<file path="config.mk">
export PLATFORM = sky130hd
export DESIGN_NAME = apple_gen
export DESIGN_NICKNAME = d
export VERILOG_FILES = /design/src/rtl/snake_pkg.sv /design/src/rtl/lfsr16.sv /design/src/rtl/apple_gen.sv
export SDC_FILE = /design/constraint.sdc
export NUM_CORES = 1
export LEC_CHECK = 0
export CORE_MARGIN = 8
export CORE_UTILIZATION = 45
export CTS_CLUSTER_DIAMETER = 40
export CTS_CLUSTER_SIZE = 14
export DETAILED_ROUTE_END_ITERATION = 7
export GPL_ROUTABILITY_DRIVEN = 0
export GPL_TIMING_DRIVEN = 1
export PLACE_DENSITY = 0.77
export SLEW_MARGIN = 0
export SYNTH_ARGS = -nofsm -noshare
export SYNTH_HDL_FRONTEND = slang
export SYNTH_HIERARCHICAL = 1
export SYNTH_SLANG_ARGS = --single-unit
export TNS_END_PERCENT = 100
</file>
<file path="constraint.sdc">
create_clock -name clk -period 2.3 [get_ports clk]
set_clock_uncertainty 0.2 [all_clocks]
set_input_delay 0.69 -clock clk [delete_from_list [all_inputs] [get_ports clk]]
set_output_delay 0.69 -clock clk [all_outputs]
set_load 0.05 [all_outputs]
</file>
<file path="src/rtl/snake_pkg.sv">
// snake_pkg: shared definitions for the snake game blocks.
//   - game_status codes (RESTART/START/PLAY)
//   - playable grid limits, cell size shift, screen size
//   - playfield cell codes
//   - apple placement FSM state enum
//   - LFSR tap mask and a small grid range helper
package snake_pkg;

  typedef enum logic [1:0] {
    GS_RESTART = 2'b00,
    GS_START   = 2'b01,
    GS_PLAY    = 2'b10
  } game_status_e;

  localparam int unsigned GRID_X_MIN = 1;
  localparam int unsigned GRID_X_MAX = 38;
  localparam int unsigned GRID_Y_MIN = 1;
  localparam int unsigned GRID_Y_MAX = 28;

  // One cell is 16x16 pixels.
  localparam int unsigned CELL_SHIFT = 4;

  localparam int unsigned SCREEN_W = 640;
  localparam int unsigned SCREEN_H = 480;

  typedef enum logic [1:0] {
    CELL_NONE,
    CELL_HEAD,
    CELL_BODY,
    CELL_WALL
  } cell_e;

  typedef enum logic [1:0] {
    ST_PLACE,
    ST_ACTIVE,
    ST_EATEN
  } apple_state_e;

  // Galois form of x^16 + x^14 + x^13 + x^11 + 1 (right-shifting).
  localparam logic [15:0] LFSR_TAPS = 16'hB400;

  function automatic logic in_range(input logic [5:0] v,
                                    input int unsigned lo,
                                    input int unsigned hi);
    return (v >= 6'(lo)) && (v <= 6'(hi));
  endfunction

endpackage

</file>
<file path="src/rtl/lfsr16.sv">
// lfsr16: free-running 16-bit Galois LFSR, polynomial x^16+x^14+x^13+x^11+1.
// Advances on every clock edge while out of reset.
// Ports:
//   clk   - system clock
//   rst   - asynchronous active-low reset (loads SEED)
//   state - current LFSR state
// SEED must be non-zero.
module lfsr16
  import snake_pkg::*;
#(
  parameter logic [15:0] SEED = 16'hACE1
) (
  input  logic        clk,
  input  logic        rst,
  output logic [15:0] state
);

  logic [15:0] lfsr_q;
  logic [15:0] lfsr_d;

  always_comb begin
    lfsr_d = {1'b0, lfsr_q[15:1]};
    if (lfsr_q[0]) begin
      lfsr_d = lfsr_d ^ LFSR_TAPS;
    end
  end

  always_ff @(posedge clk or negedge rst) begin
    if (!rst) begin
      lfsr_q <= SEED;
    end else begin
      lfsr_q <= lfsr_d;
    end
  end

  assign state = lfsr_q;

endmodule

</file>
<file path="src/rtl/apple_gen.sv">
// apple_gen: places the apple on the playfield, detects the snake head
// eating it, emits the add_cube growth pulse, keeps the score and
// relocates the apple pseudo-randomly.
// Ports:
//   clk          - system clock
//   rst          - asynchronous active-low reset
//   game_status  - 00 RESTART, 01 START, 10 PLAY (11 behaves as START)
//   head_x/y     - snake head cell
//   x_pos/y_pos  - current VGA pixel
//   add_cube     - registered growth request, ADD_HOLD cycles per eat
//   apple_x/y    - apple cell
//   apple_valid  - apple currently on the board
//   apple_pix    - current pixel lies inside the apple cell
//   score        - apples eaten, saturating
// Optional feature: define APPLE_TIMEOUT_EN to relocate an uneaten apple
// after TIMEOUT_CYCLES cycles of PLAY in ACTIVE.
module apple_gen
  import snake_pkg::*;
#(
  parameter int unsigned X_MIN          = GRID_X_MIN,
  parameter int unsigned X_MAX          = GRID_X_MAX,
  parameter int unsigned Y_MIN          = GRID_Y_MIN,
  parameter int unsigned Y_MAX          = GRID_Y_MAX,
  parameter int unsigned ADD_HOLD       = 4,
  parameter int unsigned MAX_GROW       = 13,
  parameter int unsigned SCORE_W        = 8,
  parameter logic [15:0] LFSR_SEED      = 16'hACE1,
  parameter int unsigned TIMEOUT_CYCLES = 500_000_000
) (
  input  logic               clk,
  input  logic               rst,
  input  logic [1:0]         game_status,
  input  logic [5:0]         head_x,
  input  logic [5:0]         head_y,
  input  logic [9:0]         x_pos,
  input  logic [9:0]         y_pos,
  output logic               add_cube,
  output logic [5:0]         apple_x,
  output logic [5:0]         apple_y,
  output logic               apple_valid,
  output logic               apple_pix,
  output logic [SCORE_W-1:0] score
);

  localparam int unsigned HOLD_W = $clog2(ADD_HOLD + 1);
  // +2 keeps the width non-zero and lets grow_cnt reach MAX_GROW.
  localparam int unsigned GROW_W = $clog2(MAX_GROW + 2);

  logic [15:0] lfsr;
  logic [5:0]  cand_x;
  logic [5:0]  cand_y;
  logic        cand_ok;
  logic        eat;
  logic        lfsr_unused;

  apple_state_e        state_q;
  logic                add_q;
  logic [5:0]          apple_x_q;
  logic [5:0]          apple_y_q;
  logic                valid_q;
  logic [SCORE_W-1:0]  score_q;
  logic [HOLD_W-1:0]   hold_q;
  logic [GROW_W-1:0]   grow_q;

`ifdef APPLE_TIMEOUT_EN
  localparam int unsigned TIMER_W = 29;
  logic [TIMER_W-1:0] timer_q;
  logic               timeout;
  assign timeout = (timer_q == TIMER_W'(TIMEOUT_CYCLES - 1));
`else
  localparam int unsigned timeout_unused = TIMEOUT_CYCLES;
`endif

  lfsr16 #(
    .SEED (LFSR_SEED)
  ) u_lfsr (
    .clk   (clk),
    .rst   (rst),
    .state (lfsr)
  );

  assign cand_x      = lfsr[5:0];
  assign cand_y      = lfsr[13:8];
  assign lfsr_unused = ^{lfsr[15:14], lfsr[7:6]};

  always_comb begin
    cand_ok = in_range(cand_x, X_MIN, X_MAX) &&
              in_range(cand_y, Y_MIN, Y_MAX) &&
              !((cand_x == head_x) && (cand_y == head_y));
  end

  assign eat = (state_q == ST_ACTIVE) && (game_status == GS_PLAY) &&
               (head_x == apple_x_q) && (head_y == apple_y_q);

  always_ff @(posedge clk or negedge rst) begin
    if (!rst) begin
      state_q   <= ST_PLACE;
      add_q     <= 1'b0;
      apple_x_q <= '0;
      apple_y_q <= '0;
      valid_q   <= 1'b0;
      score_q   <= '0;
      hold_q    <= '0;
      grow_q    <= '0;
`ifdef APPLE_TIMEOUT_EN
      timer_q   <= '0;
`endif
    end else if (game_status == GS_RESTART) begin
      // Apple coordinates are deliberately kept across a restart.
      state_q <= ST_PLACE;
      add_q   <= 1'b0;
      valid_q <= 1'b0;
      score_q <= '0;
      hold_q  <= '0;
      grow_q  <= '0;
`ifdef APPLE_TIMEOUT_EN
      timer_q <= '0;
`endif
    end else begin
      unique case (state_q)
        ST_PLACE: begin
          if (cand_ok) begin
            apple_x_q <= cand_x;
            apple_y_q <= cand_y;
            valid_q   <= 1'b1;
            state_q   <= ST_ACTIVE;
`ifdef APPLE_TIMEOUT_EN
            timer_q   <= '0;
`endif
          end
        end

        ST_ACTIVE: begin
          if (eat) begin
            valid_q <= 1'b0;
            if (score_q != '1) begin
              score_q <= score_q + 1'b1;
            end
            // grow_cnt saturates at MAX_GROW; only its comparison matters.
            if (grow_q < GROW_W'(MAX_GROW)) begin
              add_q  <= 1'b1;
              grow_q <= grow_q + 1'b1;
            end
            hold_q  <= HOLD_W'(ADD_HOLD - 1);
            state_q <= ST_EATEN;
          end
`ifdef APPLE_TIMEOUT_EN
          else if (game_status == GS_PLAY) begin
            if (timeout) begin
              valid_q <= 1'b0;
              state_q <= ST_PLACE;
            end else begin
              timer_q <= timer_q + 1'b1;
            end
          end
`endif
        end

        ST_EATEN: begin
          if (hold_q == '0) begin
            add_q   <= 1'b0;
            state_q <= ST_PLACE;
          end else begin
            hold_q <= hold_q - 1'b1;
          end
        end

        default: state_q <= ST_PLACE;
      endcase
    end
  end

  assign add_cube    = add_q;
  assign apple_x     = apple_x_q;
  assign apple_y     = apple_y_q;
  assign apple_valid = valid_q;
  assign score       = score_q;

  assign apple_pix = valid_q &&
                     (x_pos < 10'(SCREEN_W)) && (y_pos < 10'(SCREEN_H)) &&
                     (x_pos[9:CELL_SHIFT] == apple_x_q) &&
                     (y_pos[9:CELL_SHIFT] == apple_y_q);

endmodule

</file>
# After elaboration in Yosys (flattened, before gate mapping)

Cells that the tools add are included.

Register bits after elaboration: 47
Word-level logic and storage cells: 92

$add $sub $neg: 3
Order comparisons: 7
Equality and inequality tests: 15
Mux-type cells: 27
Bitwise operators: 2
Reduce and logical (&&, ||, !) cells: 29

Operators by type and width:

| operator                                                                         | number |
|---|---|
| 6-bit == test                                                                    | 6 |
| 8-bit 2-to-1 mux                                                                 | 4 |
| 3-bit AND reduction                                                              | 6 |
| 16-bit 2-to-1 mux                                                                | 1 |
| 4-bit 2-to-1 mux                                                                 | 4 |
| 6-bit by 1-bit >= comparator with 1-bit output, second input constant            | 2 |
| 1-bit logical AND                                                                | 12 |
| 10-bit less-than comparator, second input constant                               | 1 |
| 10-bit by 9-bit less-than comparator with 1-bit output, second input constant    | 1 |
| 3-bit 2-to-1 mux                                                                 | 3 |
| 3-bit != test, second input constant                                             | 3 |
| 8-bit by 1-bit adder with 8-bit output, second input constant                    | 1 |
| 2-bit 2-to-1 mux                                                                 | 4 |
| 8-bit != test, second input constant                                             | 1 |
| 2-bit nonzero test                                                               | 4 |
| 1-bit 2-to-1 mux                                                                 | 7 |
| 6-bit by 5-bit less-or-equal comparator with 1-bit output, second input constant | 1 |
| 6-bit less-or-equal comparator, second input constant                            | 1 |
| 2-bit case mux with 3 select lines                                               | 1 |
| 3-bit case mux with 2 select lines                                               | 1 |
| 3-bit nonzero test                                                               | 2 |
| 4-bit by 1-bit adder with 4-bit output, second input constant                    | 1 |
| 2-bit == test, second input constant                                             | 2 |
| 2-bit logical NOT                                                                | 2 |
| other kinds (11)                                                                 | 12 |

# Longest topological paths before layout

Word-level depth: 7
Depth in mapped cells: 7
Depth with buffers taken out: 7

# Cells and area by module

The synthesis kept the hierarchy.

By module, submodules not included:

| module    | times used | cells each | area an instance (um^2) |
|---|---|---|---|
| apple_gen | 1          | 200        | 1990.7 |
| lfsr16    | 1          | 32         | 534.3 |

# Worst setup path after synthesis

OpenSTA, ideal clock, no wires.

Path kind: input port to output port
Start point: in x_pos[8]
End point: out apple_pix
Arrival time: 3.514 ns
Path slack: -2.104 ns
Stages: 4
Buffers on the path: 0
Path through: xor2_1 > nor2_1 > o2111ai_1 > a2111oi_0

Word-level cells in the longest chain between the ends: 5
Elaborated cells on any way between the ends: 6
Those cells by class: 1 x order compare; 1 x eq/ne; 4 x reduce/logical

Ends and longest elaborated chain:

| item                        | line             | text |
|---|---|---|
| start, declared             | apple_gen.sv:35  | `input logic [9:0] x_pos,` |
| 10-bit less-than comparator | apple_gen.sv:180 | `(x_pos < 10'(SCREEN_W)) && (y_pos < 10'(SCREEN_H)) &&` |
| 1-bit logical AND           | apple_gen.sv:179 | `assign apple_pix = valid_q &&` |
| 1-bit logical AND           | apple_gen.sv:180 |  |
| 1-bit logical AND *         | apple_gen.sv:180 |  |
| 1-bit logical AND *         | apple_gen.sv:181 | `(x_pos[9:CELL_SHIFT] == apple_x_q) &&` |
| end, declared               | apple_gen.sv:41  | `output logic apple_pix,` |

Every way passes the cells marked *; elsewhere a longest branch is shown, timed or not.

# Worst setup path in the final report

Start point: in y_pos[7]
End point: out apple_pix

Word-level cells in the longest chain between the ends: 4
Elaborated cells on any way between the ends: 5
Those cells by class: 1 x order compare; 1 x eq/ne; 3 x reduce/logical

Ends and longest elaborated chain:

| item                                                   | line             | text |
|---|---|---|
| start, declared                                        | apple_gen.sv:36  | `input logic [9:0] y_pos,` |
| 10-bit by 9-bit less-than comparator with 1-bit output | apple_gen.sv:180 |  |
| 1-bit logical AND (2 in series)                        | apple_gen.sv:180 |  |
| 1-bit logical AND *                                    | apple_gen.sv:181 |  |

Marks and branches as above.

==> impl_metrics.csv <==
group,metric,value,unit
placement,dpl.hpwl,4.74,mm
power,vdd_drop_max,0.000298,V
clock_tree,clock_tree.buffer_depth,2,
critical_path,crit_start,"y_pos[7]",
cells_and_area,insertedDiodeCount,0,
sta,whs,153,ps
yosys,synth_area_per_cell,10.9,µm²
critical_path,crit_buf_inv,2,
critical_path,ff2ff_path_depth,8,
critical_path,r2r-start,"apple_y[4]",
clock_tree,cts_tree,"yes",
placement,post-place-ws,-716,ps
sta,tightest_slew,436,ps
cells_and_area,nFillCells,413,
route,route.vias.total,2032,
critical_path,cpMaxStageDelayCell,"a2111oi_4",
global_routing,antenna_found_initial,0,
global_routing,grt_pass1_wl,10.2,mm
flow_run,maxCapViolations,0,
run_status,violations,"negative setup slack",
route,wire_per_inst,17.2,µm
clock_tree,h-tree-depth,2,
power,p_total,1.60,mW
critical_path,arrival,1820,ps
floorplanning,start_util,46.0,%
floorplanning,die_area,8200,µm²
clock_tree,clkTransAtPathRegs,80,ps
cells_and_area,fin_nets,342,
sta,timing_hold_violations_final,0,
sta,slew_headroom,70.9,%
critical_path,end_kind,"output pin",
power,leakagePower,1.64,nW
sta,setup-violations-final,5,
sta,finalMaxSlewViolations,0,
route,drt.antenna.violating_nets,0,
critical_path,reg2reg_to,"score[0]",
clock_tree,cts_sinks,47,
critical_path,path_cells,"clkdlybuf4s15_1, xnor2_1, nand4_1, a2111oi_4, clkbuf_16",
floorplanning,num_rows,27,
floorplanning,die_x,90.6,µm
sta,period_minus_slack,2710,ps
critical_path,critPathMaxFanout,2,
global_routing,grt_overflow,0,
global_routing,grt_max_degree,48,
yosys,syn-cell-area,2500,µm²
route,routed_wl,6.43,mm
critical_path,worstSetupEndpoint,"apple_pix",
clock_tree,cts_buffers,5,
route,viasPerCell,5.43,
critical_path,start_kind,"primary input",
global_routing,first_global_vias,2064,
clock_tree,cts-root-buf,"clkbuf_8",
yosys,postSynthCellCount,229,
critical_path,cp.required,1410,ps
min_path,hp-class,"primary input to async pin",
sta,timing.final.crit_share,118,%
sta,setup-tns-final,-481,ps
cells_and_area,layout-drive-gt1-share,42.4,%
clock_tree,clk_latency,310,ps
run_status,status,"complete, but fails checks",
critical_path,r2r_slack,-30,ps
critical_path,path_class,"primary input to output pin",
yosys,syn_nets,270,
power,cellPowerDensity,457,nW/µm²
sta,fmax,0.370,GHz
clock_tree,hold_buffers,0,
yosys,yosysWarnings,6,
cells_and_area,area.growth.synth_to_final,39.5,%
sta,rsz0062_at_grt,"yes",
sta,setup_slack,-406,ps
route,drc_errors,0,
critical_path,max_stage_delay,400,ps
placement,port_buffers,50,
critical_path,cp.depth,5,
floorplanning,die_h,90.6,µm
route,initialDrtViolationCount,89,
floorplanning,io_pins,59,
global_routing,gr-usage-all-layers,15.3,%
floorplanning,design.core.area,5440,µm²
route,drtPass1Iterations,4,
critical_path,cpLargestDelayFamily,"buffers and inverters",
-- power by group --
part	leakage, nW	internal, mW	switching, mW
Clock	0.0618	0.358	0.286
Combinational	0.951	0.0591	0.0663
Sequential	0.624	0.826	0.000000488
Total	1.64	1.24	0.352
-- timing repair --
item / CTS / global route
gates cloned: 1 / 0
buffers inserted: 1 / 2
endpoints found under the setup margin: 32 / 18
pin swaps: 24 / 28
resized for setup: 56 / 39
-- cells in the final DEF (no fill, tap or decap), types with 8 or more instances in the layout --
cell type,instances
nand4_1,9
buf_4,46
dfstp_2,8
o21ai_0,10
dfrtp_1,37
clkbuf_2,10
xor2_1,25
mux2_4,8
nand2_1,13
xnor2_1,8
-- through the flow --
step	instances	util, %	area [µm²]
2_1_floorplan	229	-	2560
3_3_place_gp	362	59.0	3210
3_5_place_dp	362	59.0	3210
4_1_cts	372	62.8	3420
5_1_grt	374	64.2	3490
6_report	374	64.2	3490
-- flip-flops by register name (all words and copies together), names as in the netlist --
signal        count
hold_q            3
apple_y           6
score             8
add_cube          1
state_q           2
apple_valid       1
u_lfsr/state     16
grow_q            4
apple_x           6
-- worst min path at each step --
stage,to,slack [ps],depth (start not counted)
floorplan,u_lfsr/state[5],150,0
global placement,u_lfsr/state[5],150,0
detailed placement,u_lfsr/state[6],150,0
CTS,state_q[1],160,2
global route,state_q[1],170,2
finish,u_lfsr/state[2],150,2
-- area by class of cell --
class,instances,area (µm²),share of cell area (%)
timing repair buffer,80,659,18.9
clock inverter,2,38.8,1.11
sequential,47,1190,34.1
clock buffer,6,82.6,2.37
tap,72,90.1,2.58
multi-input combinational,161,1410,40.3
inverter,6,22.5,0.645
-- per-layer routing --
| metal | global-route usage (%) | up-vias | part of all wire, % |
|---|---|---|---|
| li1 | - | 952 | - |
| met1 | 18.7 | 1014 | 43 |
| met2 | 25.2 | 54 | 51 |
| met3 | 2.74 | 12 | 3.9 |
| met4 | 7.77 | 0 | 2.2 |
| met5 | 0 | - | 0 |
Note: power is estimated with default switching activity, not from simulation.
